$ cat config.mk
export PLATFORM = sky130hd
export DESIGN_NAME = except_ctrl
export DESIGN_NICKNAME = d
export VERILOG_FILES = /design/src/rtl/except_ctrl_pkg.sv /design/src/rtl/except_ctrl_int_gen.sv /design/src/rtl/except_ctrl.sv
export SDC_FILE = /design/constraint.sdc
export NUM_CORES = 1
export LEC_CHECK = 0
export ABC_AREA = 1
export BUFFER_PORTS_ARGS = -buffer_cell sky130_fd_sc_hd__buf_2
export CORE_AREA = 2 2 181 183
export CTS_BUF_LIST = sky130_fd_sc_hd__clkbuf_8
export CTS_CLUSTER_DIAMETER = 60
export DETAILED_ROUTE_END_ITERATION = 12
export DIE_AREA = 0 0 183 185
export PLACE_DENSITY_LB_ADDON = 0.25
export REMOVE_ABC_BUFFERS = 1
export SLEW_MARGIN = 30
export SYNTH_ARGS = -nofsm -noshare
export SYNTH_HDL_FRONTEND = slang
export SYNTH_SLANG_ARGS = --single-unit
export TNS_END_PERCENT = 1
$ cat constraint.sdc
create_clock -name clk -period 8.3 [get_ports clk]
set_input_delay 2.075 -clock clk [delete_from_list [all_inputs] [get_ports clk]]
set_output_delay 2.075 -clock clk [all_outputs]
set_load 0.01 [all_outputs]
$ cat src/rtl/except_ctrl_pkg.sv
`default_nettype none
// =============================================================================
// except_ctrl_pkg: CP0/exception types, cause codes and write masks.
// Rev 1.0
// =============================================================================
package except_ctrl_pkg;

  localparam int EXC_FLAG_W = 15;

  localparam logic [4:0] EXCCODE_INT  = 5'd0;
  localparam logic [4:0] EXCCODE_MOD  = 5'd1;
  localparam logic [4:0] EXCCODE_TLBL = 5'd2;
  localparam logic [4:0] EXCCODE_TLBS = 5'd3;
  localparam logic [4:0] EXCCODE_ADEL = 5'd4;
  localparam logic [4:0] EXCCODE_ADES = 5'd5;
  localparam logic [4:0] EXCCODE_SYS  = 5'd8;
  localparam logic [4:0] EXCCODE_BP   = 5'd9;
  localparam logic [4:0] EXCCODE_RI   = 5'd10;
  localparam logic [4:0] EXCCODE_CPU  = 5'd11;
  localparam logic [4:0] EXCCODE_OV   = 5'd12;

  localparam logic [11:0] EXC_VEC_GENERAL = 12'h180;
  localparam logic [11:0] EXC_VEC_REFILL  = 12'h000;
  localparam logic [31:0] BEV_BASE        = 32'hBFC0_0200;

  localparam logic [4:0] CP0_COMPARE   = 5'd11;
  localparam logic [4:0] CP0_STATUS    = 5'd12;
  localparam logic [4:0] CP0_CAUSE     = 5'd13;
  localparam logic [4:0] CP0_EPC       = 5'd14;
  localparam logic [4:0] CP0_EBASE     = 5'd15;
  localparam logic [4:0] CP0_ERROR_EPC = 5'd30;

  localparam int ST_IE  = 0;
  localparam int ST_EXL = 1;
  localparam int ST_ERL = 2;
  localparam int ST_BEV = 22;

  localparam logic [31:0] STATUS_WMASK = 32'h0040_FF17;
  localparam logic [31:0] CAUSE_WMASK  = 32'h0000_0300;
  localparam logic [31:0] EBASE_WMASK  = 32'h3FFF_F000;

  // Field order fixes the mem_exc bit layout: if_adel is the MSB.
  typedef struct packed {
    logic if_adel;
    logic if_tlbl;
    logic if_refill;
    logic ri;
    logic cpu;
    logic ov;
    logic syscall;
    logic brk;
    logic eret;
    logic d_adel;
    logic d_ades;
    logic d_tlbl;
    logic d_tlbs;
    logic d_refill;
    logic d_mod;
  } ExcFlags_t;

  typedef struct packed {
    logic [31:0] count;
    logic [31:0] compare;
    logic [31:0] status;
    logic [31:0] cause;
    logic [31:0] epc;
    logic [31:0] error_epc;
    logic [31:0] ebase;
  } CP0Regs_t;

  typedef struct packed {
    logic        we;
    logic [4:0]  waddr;
    logic [2:0]  sel;
    logic [31:0] wdata;
  } CP0RegWriteReq_t;

  typedef struct packed {
    logic        flush;
    logic        eret;
    logic        delayslot;
    logic [31:0] cur_pc;
    logic [4:0]  code;
    logic [31:0] extra;
  } ExceptReq_t;

  function automatic logic [31:0] cp0_write_mask(input logic [4:0] addr, input logic [2:0] sel);
    logic [31:0] m;
    m = '0;
    if (sel == 3'd0) begin
      case (addr)
        CP0_COMPARE, CP0_EPC, CP0_ERROR_EPC: m = 32'hFFFF_FFFF;
        CP0_STATUS:                          m = STATUS_WMASK;
        CP0_CAUSE:                           m = CAUSE_WMASK;
        default:                             m = '0;
      endcase
    end else if (sel == 3'd1 && addr == CP0_EBASE) begin
      m = EBASE_WMASK;
    end
    return m;
  endfunction

endpackage
`default_nettype wire

$ cat src/rtl/except_ctrl_int_gen.sv
`default_nettype none
// =============================================================================
// except_ctrl_int_gen: hw_int synchroniser, count/compare timer latch, ip[7:0].
// Rev 1.0
// =============================================================================
module except_ctrl_int_gen #(
  parameter int HW_INT_NUM  = 6,
  parameter int SYNC_STAGES = 2
) (
  input  logic                  clk,
  input  logic                  rst,
  input  logic [HW_INT_NUM-1:0] hw_int,
  input  logic [31:0]           count,
  input  logic [31:0]           compare,
  input  logic                  compare_wr,
  input  logic [1:0]            sw_ip,
  output logic [7:0]            ip,
  output logic                  timer_int
);

  logic [SYNC_STAGES-1:0][HW_INT_NUM-1:0] sync_q;
  logic [HW_INT_NUM-1:0]                  hw_sync;

  always_ff @(posedge clk) begin
    if (rst) begin
      sync_q <= '0;
    end else begin
      sync_q[0] <= hw_int;
      for (int i = 1; i < SYNC_STAGES; i++) begin
        sync_q[i] <= sync_q[i-1];
      end
    end
  end

  assign hw_sync = sync_q[SYNC_STAGES-1];

  // A compare write acknowledges the timer and beats a coincident match.
  always_ff @(posedge clk) begin
    if (rst) begin
      timer_int <= 1'b0;
    end else if (compare_wr) begin
      timer_int <= 1'b0;
    end else if (count == compare) begin
      timer_int <= 1'b1;
    end
  end

  assign ip = {hw_sync[5] | timer_int, hw_sync[4:0], sw_ip};

endmodule
`default_nettype wire

$ cat src/rtl/except_ctrl.sv
`default_nettype none
// =============================================================================
// except_ctrl: MEM-stage exception/interrupt prioritiser with CP0 forwarding.
// Rev 1.0
// =============================================================================
module except_ctrl
  import except_ctrl_pkg::*;
#(
  parameter int HW_INT_NUM  = 6,
  parameter int SYNC_STAGES = 2
) (
  input  logic                  clk,
  input  logic                  rst,
  input  logic [HW_INT_NUM-1:0] hw_int,
  input  CP0Regs_t              cp0_regs,
  input  CP0RegWriteReq_t       cp0_wr,
  input  logic                  mem_valid,
  input  logic                  mem_stall,
  input  logic [31:0]           mem_pc,
  input  logic                  mem_delayslot,
  input  logic [EXC_FLAG_W-1:0] mem_exc,
  input  logic [1:0]            mem_cop_num,
  input  logic [31:0]           mem_vaddr,
  output ExceptReq_t            except_req,
  output logic [31:0]           redirect_pc,
  output logic                  timer_int
);

  function automatic logic [31:0] fwd(input logic [31:0] cur, input logic [4:0] addr,
                                      input logic [2:0] sel, input CP0RegWriteReq_t wr);
    logic [31:0] m;
    m = cp0_write_mask(addr, sel);
    if (wr.we && wr.waddr == addr && wr.sel == sel) begin
      return (wr.wdata & m) | (cur & ~m);
    end
    return cur;
  endfunction

  ExcFlags_t   flags;
  logic [31:0] eff_status;
  logic [31:0] eff_cause;
  logic [31:0] eff_epc;
  logic [31:0] eff_error_epc;
  logic [31:0] eff_ebase;
  logic [7:0]  ip;
  logic        compare_wr;
  logic        int_pend;
  logic        flush_hold;
  logic        take;

  logic [4:0]  code;
  logic [31:0] extra;
  logic        is_eret;
  logic        tlb_fault;
  logic        refill;
  logic [31:0] vec_base;
  logic [31:0] vec_target;
  logic [31:0] eret_target;

  assign flags         = ExcFlags_t'(mem_exc);
  assign eff_status    = fwd(cp0_regs.status,    CP0_STATUS,    3'd0, cp0_wr);
  assign eff_cause     = fwd(cp0_regs.cause,     CP0_CAUSE,     3'd0, cp0_wr);
  assign eff_epc       = fwd(cp0_regs.epc,       CP0_EPC,       3'd0, cp0_wr);
  assign eff_error_epc = fwd(cp0_regs.error_epc, CP0_ERROR_EPC, 3'd0, cp0_wr);
  assign eff_ebase     = fwd(cp0_regs.ebase,     CP0_EBASE,     3'd1, cp0_wr);

  assign compare_wr = cp0_wr.we && cp0_wr.sel == 3'd0 && cp0_wr.waddr == CP0_COMPARE;

  except_ctrl_int_gen #(
    .HW_INT_NUM  (HW_INT_NUM),
    .SYNC_STAGES (SYNC_STAGES)
  ) u_int_gen (
    .clk        (clk),
    .rst        (rst),
    .hw_int     (hw_int),
    .count      (cp0_regs.count),
    .compare    (cp0_regs.compare),
    .compare_wr (compare_wr),
    .sw_ip      (eff_cause[9:8]),
    .ip         (ip),
    .timer_int  (timer_int)
  );

  assign int_pend = eff_status[ST_IE] & ~eff_status[ST_EXL] & ~eff_status[ST_ERL]
                  & (|(ip & eff_status[15:8]));

  assign take = ~rst & mem_valid & ~mem_stall & ~flush_hold & (int_pend | (|mem_exc));

  // The bubble behind a flush must not raise a second one.
  always_ff @(posedge clk) begin
    if (rst) begin
      flush_hold <= 1'b0;
    end else begin
      flush_hold <= take;
    end
  end

  always_comb begin
    code      = EXCCODE_INT;
    extra     = '0;
    is_eret   = 1'b0;
    tlb_fault = 1'b0;
    if (int_pend) begin
      code  = EXCCODE_INT;
      extra = {24'h0, ip};
    end else if (flags.if_adel) begin
      code  = EXCCODE_ADEL;
      extra = mem_pc;
    end else if (flags.if_tlbl) begin
      code      = EXCCODE_TLBL;
      extra     = mem_pc;
      tlb_fault = 1'b1;
    end else if (flags.ri) begin
      code = EXCCODE_RI;
    end else if (flags.cpu) begin
      code  = EXCCODE_CPU;
      extra = {30'h0, mem_cop_num};
    end else if (flags.ov) begin
      code = EXCCODE_OV;
    end else if (flags.syscall) begin
      code = EXCCODE_SYS;
    end else if (flags.brk) begin
      code = EXCCODE_BP;
    end else if (flags.eret) begin
      is_eret = 1'b1;
    end else if (flags.d_adel) begin
      code  = EXCCODE_ADEL;
      extra = mem_vaddr;
    end else if (flags.d_ades) begin
      code  = EXCCODE_ADES;
      extra = mem_vaddr;
    end else if (flags.d_tlbl) begin
      code      = EXCCODE_TLBL;
      extra     = mem_vaddr;
      tlb_fault = 1'b1;
    end else if (flags.d_tlbs) begin
      code      = EXCCODE_TLBS;
      extra     = mem_vaddr;
      tlb_fault = 1'b1;
    end else if (flags.d_mod) begin
      code  = EXCCODE_MOD;
      extra = mem_vaddr;
    end
  end

  assign vec_base    = eff_status[ST_BEV] ? BEV_BASE : {eff_ebase[31:12], 12'h000};
  assign refill      = tlb_fault & (flags.if_refill | flags.d_refill) & ~eff_status[ST_EXL];
  assign vec_target  = vec_base + {20'h0, refill ? EXC_VEC_REFILL : EXC_VEC_GENERAL};
  assign eret_target = eff_status[ST_ERL] ? eff_error_epc : eff_epc;

  always_comb begin
    except_req  = '0;
    redirect_pc = '0;
    if (take) begin
      except_req.flush     = 1'b1;
      except_req.eret      = is_eret;
      except_req.delayslot = mem_delayslot;
      except_req.cur_pc    = mem_pc;
      except_req.code      = code;
      except_req.extra     = extra;
      redirect_pc          = is_eret ? eret_target : vec_target;
    end
  end

  logic unused_bits;
  assign unused_bits = ^{eff_status[31:23], eff_status[21:16], eff_status[7:3],
                         eff_cause[31:10], eff_cause[7:0], eff_ebase[11:0]};

endmodule
`default_nettype wire

==> results list <==
- The routed layout has 6899 vias.
- Hold violation total from the final report: 0
- Run status: finished clean
* Width of the die: 183 um
- Buffers added on ports: 398
* Gate count of the mapped netlist: 902
- Share of final-layout standard cells stronger than drive strength 1: 35.15%
* Setup Crit Path Kind: input port to output port
* Floorplan core area: 0.03204 mm^2
- For met2 alone, demand over resource in global routing was 24.74%.
* Area growth from synthesis to layout: 55.20%
- A synthesized cell averages 4.824 um^2.
- Die area: 0.03386 mm^2
- Final critical-path share of the clock period: 86.29%
* CTS buffer count: 3
- In the post-route analysis, the smallest setup slack over all paths is 1.138 ns.
- Fin. max-slew vios: 0
- Timing would allow up to 139.6 MHz.
- Worst path cell trace: buf_2 > nor2_1 > nand2_2 > inv_1 > nand2_1 > nand2_1 > nand3_1 > nand2_1 > nor2_1 > nand2_2 > nand2_2 > nand2_1 > nand2_2 > buf_4 > nor2_1 > buf_2
- The mapped netlist covers 0.004352 mm^2.
* Met3 track demand over resource in global routing: 3.087%
* Most frequent standard cell in the layout excluding fill and tap cells: buf_2
- The initial utilization of the core area, before any placement, comes to 13.58%.
* Unrepaired setup endpoints after global routing: no
- Number of placed instances with taps included: 1670
* Leakage dissipation: 4.300 nW
- Die outline height: 185 um
- Antenna violations before repair: 11
- The worst path needs 7.162 ns of the cycle, external delays included.
* Max Fanout on Critical Path: 37
- OpenSTA, run right after detailed placement, puts the worst setup slack at 1.065 ns.
- The first global-routing pass estimated 34380 um of wire.
* Count of standard-cell rows: 66
* CTS Hold Bufs: 0
- GP Congestion: 0.8113
- Non-filler instance count after layout: 1680
- Clock-pin slew was measured on the worst setup and hold paths at 0.06 ns.
* Unique masters post-synth: 33
- Met1 usage: 14.81%
- The number of setup buffers added after CTS is 0.
- The first routing iteration left 284 violations.
- Sequential cells were found to cover 6.440% of the synthesized design area.
* Maxcap violations: 0
- Before antenna repair, the detailed router went through 4 iterations.
- The min-delay analysis places its worst path in the category flip-flop to flip-flop.
- The worst setup path is launched from an input port.
- Residual overflow from global routing: 0
- Actual slew at the worst max-slew pin: 0.8035 ns
- The via count of the first global-routing pass was 6283.
- Number of top-level pins: 462
- The clock reaches the later pin of the worst-skew pair after 0.24 ns.
* Critical path required time: 6.23 ns
- Leaving out fill and tap cells, the most frequent cells in the layout are buf_2, nand2_1, inv_1.
- CP endpoint kind: output port
- Setup Total Neg Slack: 0 ns
- Cell at the root of the clock tree: clkbuf_8
- Pwr dens: 54.21 mW/mm^2
* Total of flip-flops plus latches after synthesis: 14
- Data arrival, critical path: 5.09 ns
* Antenna Nets Post-Route: 0
- Final net count: 1624
* Slowest CP cell: buf_4
- Routed wirelength normalized by instance count: 14.31 um
- Total number of yosys warnings: 0
- Relative max-transition margin: 46.27%
- Busiest layer in global routing: met2
- Wires add up to 24040 um.
- Entering global routing, the biggest net connects 59 pins.
* PostCTS Resize Cnt: 0
* DP HPWL: 20100 um
- In the routed layout, each cell is associated on average with a via count of 4.107.
- On the final layout, the worst clock skew is 0.0005108 ns.
- Number of sinks on the clock net: 14
* Synth top area share: 20.79%
- TritonCTS clock tree: built
- Max incr delay on CP: 0.42 ns
- Synth area leader: nand2_1
- DRC: 0
- H-tree depth: 1
* Leading post-synthesis cells by cell area: nand2_1, inv_1, nor2_1, o21ai_0, dfxtp_1
- Final setup fails: 0
- The design draws 0.3661 mW.
- Global routing used 13.09% of the available tracks across all layers.
- The longest clock path from root to sink contains 2 buffers.
- VDD sags by at most 0.03787 mV.
routing by layer:
layer | vias up | wire [um]
met1 | 3025 | 9705
met3 | 30 | 1868
met2 | 303 | 11950
li1 | 3529 | -
met4 | 12 | 427
met5 | - | 87
cells by family after synthesis:
logic type             after synthesis  share of synthesized area, %
AO/OA/AOI/OAI                      133                         18.17
XOR/XNOR                            21                         4.226
buffers and inverters              221                         21.25
flip-flops                          14                         6.441
multiplexers                         3                        0.6901
other                                1                       0.08617
AND/OR/NAND/NOR                    509                         49.14
stage by stage:
step	util, %	hold slack (ns)	cell area [um^2]
floorplan	-	0.3883	4069
global placement	20.86	0.3928	6684
detailed placement	20.86	0.3957	6684
CTS	21.03	0.3997	6739
global route	21.05	0.4286	6744
finish	21.08	0.4009	6754
cell usage after synthesis:
cell type / n
buf_2: 7
nor2_4: 2
conb_1: 1
mux2i_1: 3
nor3_1: 12
inv_2: 4
clkbuf_1: 30
nand3_4: 2
o211ai_1: 19
nand2_2: 4
nor2_1: 163
nand3b_1: 1
a211oi_1: 9
or2_2: 10
buf_6: 10
xnor2_1: 10
inv_1: 167
a21oi_1: 12
o21ai_2: 1
nor3_4: 1
nand3_1: 56
o21ai_0: 57
buf_4: 3
dfxtp_1: 14
o22ai_1: 30
a21oi_2: 1
xor2_1: 11
nor4_1: 5
o21bai_1: 2
nand4_1: 11
a22oi_1: 2
nand4_2: 1
nand2_1: 241
power breakdown:
part / switching (mW) / internal, mW
sequential: 0.00129 / 0.0702
combinational: 0.125 / 0.105
clock: 0.0229 / 0.0419
critical path: cells and delay by family:
family        cells  cell delay [ns]
simple gates     12             1.99
buf+inv           4             1.00
registers in the layout (all words and copies together) (netlist names):
name / count
u_int_gen.hw_sync: 6
u_int_gen.sync_q: 6
flush_hold: 1
u_int_gen.timer_int: 1
cell type report:
type,instances,area [um^2]
clock buffers,4,55.05
multi-input cells,667,3169
fillers,3821,25290
well taps,408,510.5
repair buffers,410,2082
diodes,6,15.01
flip-flops and latches,14,280.3
inverters,171,641.9
worst paths after layout:
path | start | to | cells past startpoint | slack (ns)
worst min register to register | u_int_gen.sync_q[4]$_SDFF_PP0_ | u_int_gen.hw_sync[4]$_SDFF_PP0_ | 2 | 0.40
worst max-delay path | cp0_wr[33] | redirect_pc[27] | 16 | 1.14
worst min-delay path | u_int_gen.sync_q[4]$_SDFF_PP0_ | u_int_gen.hw_sync[4]$_SDFF_PP0_ | 2 | 0.40
worst max register to register | u_int_gen.timer_int$_SDFFE_PP0N_ | flush_hold$_SDFF_PP0_ | 9 | 6.28
Note: power is estimated with default switching activity, not from simulation.
